--- config.mk ---
export PLATFORM = sky130hd
export DESIGN_NAME = exception_sequencer
export DESIGN_NICKNAME = d
export VERILOG_FILES = /design/src/rtl/exception_sequencer_pkg.sv /design/src/rtl/exception_sequencer_capture.sv /design/src/rtl/exception_sequencer.sv
export SDC_FILE = /design/constraint.sdc
export NUM_CORES = 1
export LEC_CHECK = 0
export BUFFER_PORTS_ARGS = -buffer_cell sky130_fd_sc_hd__buf_2
export CORE_MARGIN = 5
export CORE_UTILIZATION = 51
export DETAILED_ROUTE_END_ITERATION = 6
export MAX_ROUTING_LAYER = met4
export PLACE_DENSITY = 0.9
export SLEW_MARGIN = 20
export SYNTH_ARGS = -nofsm -noshare
export SYNTH_HDL_FRONTEND = slang
export SYNTH_SLANG_ARGS = --single-unit
--- constraint.sdc ---
create_clock -name clk -period 3.9 [get_ports clk]
set_input_delay 0.78 -clock clk [delete_from_list [all_inputs] [get_ports clk]]
set_output_delay 0.78 -clock clk [all_outputs]
set_load 0.01 [all_outputs]
--- src/rtl/exception_sequencer_pkg.sv ---
// exception_sequencer_pkg
//   Shared definitions for the exception sequencer: the 3-bit FSM state
//   encoding, the interrupt-vector-table entry size, the captured fault
//   context record, and a helper that forms a vector-table entry address.
package exception_sequencer_pkg;

  // FSM state encoding (3-bit).
  localparam logic [2:0] ST_IDLE       = 3'd0;
  localparam logic [2:0] ST_FLUSH      = 3'd1;
  localparam logic [2:0] ST_DRAIN      = 3'd2;
  localparam logic [2:0] ST_PUSH_FLAGS = 3'd3;
  localparam logic [2:0] ST_PUSH_EIP   = 3'd4;
  localparam logic [2:0] ST_READ_VEC   = 3'd5;
  localparam logic [2:0] ST_REDIRECT   = 3'd6;
  localparam logic [2:0] ST_SHUTDOWN   = 3'd7;

  // Each vector-table entry is one 32-bit handler address.
  localparam int unsigned VEC_ENTRY_BYTES = 4;
  localparam int unsigned VEC_ENTRY_SHIFT = $clog2(VEC_ENTRY_BYTES);

  // Fault context captured when the exception is accepted.
  typedef struct packed {
    logic [7:0]  vector;
    logic [31:0] eip;
    logic [31:0] eflags;
    logic [31:0] esp;
  } exc_ctx_t;

  // Vector-table entry address; wraps modulo 2^32.
  function automatic logic [31:0] vec_entry_addr(input logic [31:0] base,
                                                 input logic [7:0]  vec);
    return base + ({24'b0, vec} << VEC_ENTRY_SHIFT);
  endfunction

endpackage

--- src/rtl/exception_sequencer_capture.sv ---
// exc_capture_regs
//   Holds the captured fault context (vector, EIP, EFLAGS, ESP) for the
//   duration of one exception sequence.
//   Ports:
//     i_clk    clock
//     i_rst_n  asynchronous active-low reset (clears all fields)
//     i_load   load enable, one cycle when an exception is accepted
//     i_ctx    context to capture
//     o_ctx    captured context
module exc_capture_regs
  import exception_sequencer_pkg::*;
(
  input  logic     i_clk,
  input  logic     i_rst_n,
  input  logic     i_load,
  input  exc_ctx_t i_ctx,
  output exc_ctx_t o_ctx
);

  exc_ctx_t r_ctx;

  always_ff @(posedge i_clk or negedge i_rst_n) begin
    if (!i_rst_n)    r_ctx <= '0;
    else if (i_load) r_ctx <= i_ctx;
  end

  assign o_ctx = r_ctx;

endmodule

--- src/rtl/exception_sequencer.sv ---
// exception_sequencer
//   Sequences a limit-check fault: flush the pipeline, wait for it to
//   drain, push EFLAGS then EIP onto the stack, fetch the handler address
//   from the vector table and redirect fetch to it.
//   Parameters:
//     IDT_BASE    base address of the 4-byte-per-entry vector table
//     PUSH_BYTES  stack decrement per pushed word
//   Ports:
//     clk, reset                      clock, async active-low reset
//     exc_valid/exc_vector/exc_eip    fault request and its context
//     eflags, esp, pipe_empty         core state inputs
//     mem_valid/we/addr/wdata         memory request (held until mem_ready)
//     mem_ready, mem_rdata            memory response
//     flush, stall_fetch              pipeline control
//     esp_wr, esp_new                 one-cycle stack pointer update
//     redirect_valid, redirect_eip    one-cycle fetch redirect
//     busy, shutdown                  status
//   Build option:
//     DOUBLE_FAULT_EN  a new fault during a stack push or vector read
//                      aborts the transfer and enters SHUTDOWN until reset.
//                      Undefined: such faults are ignored and shutdown=0.
module exception_sequencer
  import exception_sequencer_pkg::*;
#(
  parameter logic [31:0] IDT_BASE   = 32'h0000_0000,
  parameter int unsigned PUSH_BYTES = 4
) (
  input  logic        clk,
  input  logic        reset,
  input  logic        exc_valid,
  input  logic [7:0]  exc_vector,
  input  logic [31:0] exc_eip,
  input  logic [31:0] eflags,
  input  logic [31:0] esp,
  input  logic        pipe_empty,
  output logic        mem_valid,
  output logic        mem_we,
  output logic [31:0] mem_addr,
  output logic [31:0] mem_wdata,
  input  logic        mem_ready,
  input  logic [31:0] mem_rdata,
  output logic        flush,
  output logic        stall_fetch,
  output logic        esp_wr,
  output logic [31:0] esp_new,
  output logic        redirect_valid,
  output logic [31:0] redirect_eip,
  output logic        busy,
  output logic        shutdown
);

  localparam logic [31:0] PUSH_1 = 32'(PUSH_BYTES);
  localparam logic [31:0] PUSH_2 = 32'(2 * PUSH_BYTES);

  logic [2:0]  r_state;
  logic [2:0]  w_state_nxt;
  logic        r_esp_wr;
  logic [31:0] r_esp_new;
  logic [31:0] r_vec_word;

  exc_ctx_t    w_ctx_in;
  exc_ctx_t    w_ctx;
  logic        w_load;
  logic        w_mem_state;
  logic        w_abort;
  logic        w_done;

  // Context is captured only on acceptance in IDLE; faults raised while
  // busy never disturb the sequence in flight.
  assign w_load   = (r_state == ST_IDLE) && exc_valid;
  assign w_ctx_in = '{vector: exc_vector, eip: exc_eip, eflags: eflags, esp: esp};

  exc_capture_regs u_cap (
    .i_clk   (clk),
    .i_rst_n (reset),
    .i_load  (w_load),
    .i_ctx   (w_ctx_in),
    .o_ctx   (w_ctx)
  );

  assign w_mem_state = (r_state == ST_PUSH_FLAGS) ||
                       (r_state == ST_PUSH_EIP)   ||
                       (r_state == ST_READ_VEC);

`ifdef DOUBLE_FAULT_EN
  assign w_abort  = w_mem_state && exc_valid;
  assign shutdown = (r_state == ST_SHUTDOWN);
`else
  assign w_abort  = 1'b0;
  assign shutdown = 1'b0;
`endif

  // A transfer completes only with valid and ready together; an abort
  // takes priority so a double fault never produces esp_wr or redirect.
  assign w_done = mem_valid && mem_ready && !w_abort;

  always_comb begin
    w_state_nxt = r_state;
    case (r_state)
      ST_IDLE:       if (exc_valid)  w_state_nxt = ST_FLUSH;
      ST_FLUSH:                      w_state_nxt = ST_DRAIN;
      ST_DRAIN:      if (pipe_empty) w_state_nxt = ST_PUSH_FLAGS;
      ST_PUSH_FLAGS: if (w_abort)     w_state_nxt = ST_SHUTDOWN;
                     else if (w_done) w_state_nxt = ST_PUSH_EIP;
      ST_PUSH_EIP:   if (w_abort)     w_state_nxt = ST_SHUTDOWN;
                     else if (w_done) w_state_nxt = ST_READ_VEC;
      ST_READ_VEC:   if (w_abort)     w_state_nxt = ST_SHUTDOWN;
                     else if (w_done) w_state_nxt = ST_REDIRECT;
      ST_REDIRECT:                   w_state_nxt = ST_IDLE;
`ifdef DOUBLE_FAULT_EN
      ST_SHUTDOWN:                   w_state_nxt = ST_SHUTDOWN;
`else
      ST_SHUTDOWN:                   w_state_nxt = ST_IDLE;
`endif
      default:                       w_state_nxt = ST_IDLE;
    endcase
  end

  always_ff @(posedge clk or negedge reset) begin
    if (!reset) r_state <= ST_IDLE;
    else        r_state <= w_state_nxt;
  end

  // Memory request is a pure function of state and captured context, so
  // it stays stable while waiting for mem_ready and drops the instant
  // reset forces IDLE.
  always_comb begin
    mem_valid = 1'b0;
    mem_we    = 1'b0;
    mem_addr  = '0;
    mem_wdata = '0;
    case (r_state)
      ST_PUSH_FLAGS: begin
        mem_valid = 1'b1;
        mem_we    = 1'b1;
        mem_addr  = w_ctx.esp - PUSH_1;
        mem_wdata = w_ctx.eflags;
      end
      ST_PUSH_EIP: begin
        mem_valid = 1'b1;
        mem_we    = 1'b1;
        mem_addr  = w_ctx.esp - PUSH_2;
        mem_wdata = w_ctx.eip;
      end
      ST_READ_VEC: begin
        mem_valid = 1'b1;
        mem_addr  = vec_entry_addr(IDT_BASE, w_ctx.vector);
      end
      default: ;
    endcase
  end

  // Stack pointer update pulses in the cycle after the EIP push lands.
  always_ff @(posedge clk or negedge reset) begin
    if (!reset) begin
      r_esp_wr  <= 1'b0;
      r_esp_new <= '0;
    end else begin
      r_esp_wr <= (r_state == ST_PUSH_EIP) && w_done;
      if ((r_state == ST_PUSH_EIP) && w_done) r_esp_new <= w_ctx.esp - PUSH_2;
    end
  end

  always_ff @(posedge clk or negedge reset) begin
    if (!reset)                                   r_vec_word <= '0;
    else if ((r_state == ST_READ_VEC) && w_done)  r_vec_word <= mem_rdata;
  end

  assign esp_wr         = r_esp_wr;
  assign esp_new        = r_esp_new;
  assign redirect_valid = (r_state == ST_REDIRECT);
  assign redirect_eip   = r_vec_word;
  assign flush          = (r_state == ST_FLUSH);
  assign stall_fetch    = (r_state != ST_IDLE);
  assign busy           = (r_state != ST_IDLE);

endmodule

==> flow_metrics.env <==
export IMPL_routed_wl_um=23320
export IMPL_cts_resized_gates=0
export IMPL_grt_start_max_net_pins=93
export IMPL_die_area_um2=18800
export IMPL_root_buffer="clkbuf_16"
export IMPL_remaining_drc_errors=0
export IMPL_startpoint_type="register"
export IMPL_clock_sinks=172
export IMPL_setup_viol=0
export IMPL_cts_buffer_depth=2
export IMPL_cts_buffers=17
export IMPL_cts_hold_fix_buffers=0
export IMPL_overflow=0
export IMPL_core_region_area_um2=15890
export IMPL_finClkSkew_ps=7.548
export IMPL_drt_first_pass_iters=5
export IMPL_syn_nets=871
export IMPL_hpwl_um=17040
export IMPL_gp_congestion=0.9519
export IMPL_antenna_found_initial=5
export IMPL_dieHeight_um=137.1
export IMPL_syn_avg_cell_area_um2=11.32
export IMPL_synth_top_area_cell="dfrtp_1"
export IMPL_crit_top_cell="or4_4"
export IMPL_postCtsSetupRepairBufs=0
export IMPL_synthTopCellsByArea="dfrtp_1 (52%), mux2_2 (17%), a22o_1 (3.5%), o21ai_0 (2.9%), nand2_1 (2.2%)"
export IMPL_finalCritPeriodShare_pct=98.43
export IMPL_hold_violations=0
export IMPL_num_vias=6987
export IMPL_synth_edff_count=0
export IMPL_port_buffers=275
export IMPL_tritoncts="done"
export IMPL_drv_cap=0
export IMPL_htree_levels=4
export IMPL_grt_pass1_vias=7027
export IMPL_drt_iter0_drc=624
export IMPL_critPathKind="register to output port"
export IMPL_syn_inst=728
export IMPL_status="finished clean"
export IMPL_crit_arrival_ps=3060
export IMPL_nNetsFinal=1123
export IMPL_tns_ps=0
export IMPL_viasPerCell=5.755
export IMPL_fin_crit_ps=3839
export IMPL_grt_pass1_wl_um=36510
export IMPL_start_util_pct=51.86
export IMPL_avgRoutedWirePerCell_um=19.21
export IMPL_ios=277
export IMPL_ir_drop_mv=0.4496
export IMPL_p_per_area_nw_per_um2=851.7
export IMPL_holdWs_ps=415.8
export IMPL_synth_seq_cells=172
export IMPL_relSlewSlack_pct=37.81
export IMPL_tightest_slew_ps=925.1
export IMPL_grt_usage_pct=25.73
export IMPL_required_ps=3120
export IMPL_power_mw=8.849
export IMPL_ys_flop_type="dfrtp_1"
export IMPL_path_clk_slew_ps=70
export IMPL_leakagePower_nw=4.873
export IMPL_crit_slowest_cell="or4_4"
export IMPL_slowest_delay_ps=690
export IMPL_fmax_mhz=260.5
export IMPL_yosysSeqAreaShare_pct=52.25
export IMPL_crit_path_max_fanout=20
export IMPL_drv_slew=0
export IMPL_critPathCaptureType="output port"
export IMPL_die_x_um=137.1
export IMPL_final_antenna_net_count=0
export IMPL_syn_area_um2=8238
export IMPL_crit_chain="or4_4 > or4_4 > or4_1 > o211a_1 > buf_2"
export IMPL_rsz0062_at_grt="no"
export IMPL_ys_warn_count=0
export IMPL_hold_class="input port to asynchronous set/reset pin"
export IMPL_clk_latency_ps=420
export IMPL_synth_distinct_cells=57
export IMPL_fp_row_count=46
export IMPL_syn_to_final_growth_pct=26.12
export IMPL_yosysTopAreaCellShare_pct=52.25
export IMPL_async_flop_share_pct=100.0
export IMPL_final_layout_size_suffix_gt1_share_pct=46.53
-- report_power, final --
group	switching, mW	internal [mW]
registers	0.802	2.67
logic	1.92	1.78
clock network	0.714	0.966
total	3.43	5.42
-- kinds of logic after synthesis --
family / synth area share (%)
and+or+nand+nor: 11.12
DFF: 52.25
AOI/OAI and AO/OA: 13.32
adders and majority gates: 0.3037
xor gates and xnor gates: 1.488
buffers and inverters: 3.888
muxes: 17.59
other: 0.04552
-- worst max-delay path, delay by kind of cell (launching register included) --
kind / cells / cell delay, ps
compound gates: 1 / 150
buf+inv: 1 / 140
simple gates: 3 / 1850
flops: 1 / 500
-- stage by stage --
| step | instances | setup slack, ps | util (%) | area (um^2) |
|---|---|---|---|---|
| final | 1214 | 61.10 | 65.41 | 10390 |
| after global routing | 1214 | 3.616 | 65.41 | 10390 |
| after CTS | 1209 | 66.01 | 65.27 | 10370 |
| after detailed placement | 1177 | 544.4 | 61.60 | 9786 |
| after global placement | 1177 | 559.6 | 61.60 | 9786 |
| after floorplan | 728 | 690.7 | - | 8238 |
-- sequential cells by signal, summed over array words and instances, names as in the netlist --
register      cells
u_cap.o_ctx     104
redirect_eip     32
r_state           3
esp_new          32
esp_wr            1
-- path summary, 6_finish.rpt --
path / start / to / slack, ps / cells after the start
max in group asynchronous: reset / esp_new[8] / 2580 / 2
hold reg to reg: esp_new[11] / esp_new[11] / 480 / 2
setup reg to reg: r_state[0] / esp_new[20] / 1200 / 7
min in group clk: esp_new[11] / esp_new[11] / 480 / 2
setup / recovery: u_cap.o_ctx[7] / mem_addr[27] / 60 / 5
hold / removal: reset / esp_new[0] / 420 / 1
-- cell usage in the layout, fill, tap and decap left out, types with 5 or more instances in the layout --
cell type / n
a22o_1: 33
nor2_1: 25
nand2b_1: 6
diode_2: 5
nor4_1: 14
a21oi_1: 20
o21ai_0: 47
or3_1: 15
a31oi_1: 25
o22ai_1: 6
buf_4: 17
dfrtp_1: 172
nor3_1: 14
nand4_1: 6
nand2_1: 49
nand3_1: 8
xnor2_1: 10
clkbuf_16: 17
or4_1: 7
mux2_2: 126
inv_1: 15
buf_2: 274
-- cells in the mapped netlist (6+ instances only) --
master    number
dfrtp_1      172
mux2_2       126
nand2_1       49
clkbuf_1      48
o21ai_0       47
a22o_1        33
a31oi_1       25
nor2_1        25
a21oi_1       20
inv_1         15
or3_1         15
nor3_1        14
nor4_1        14
xnor2_1       10
nand3_1        8
or4_1          8
nand2b_1       6
nand4_1        6
o22ai_1        6
-- cell type report --
cell class                      instances  area [um^2]
Fill cell                            1279         5495
Sequential cell                       172         4304
Multi-Input combinational cell        481         3633
Timing Repair Buffer                  293         1530
Clock buffer                           19        442.9
Tap cell                              216        270.3
Clock inverter                         13        140.1
Inverter                               15        56.30
Antenna cell                            5        12.51
-- per-layer routing --
| metal | track usage [%] | vias up | part of all wire, % |
|---|---|---|---|
| met5 | - | - | 0 |
| met4 | 8.647 | 0 | 2.3 |
| met3 | 6.471 | 43 | 8.9 |
| met2 | 42.02 | 340 | 50 |
| met1 | 31.36 | 3412 | 39 |
| li1 | - | 3192 | - |
Note: power is estimated with default switching activity, not from simulation.
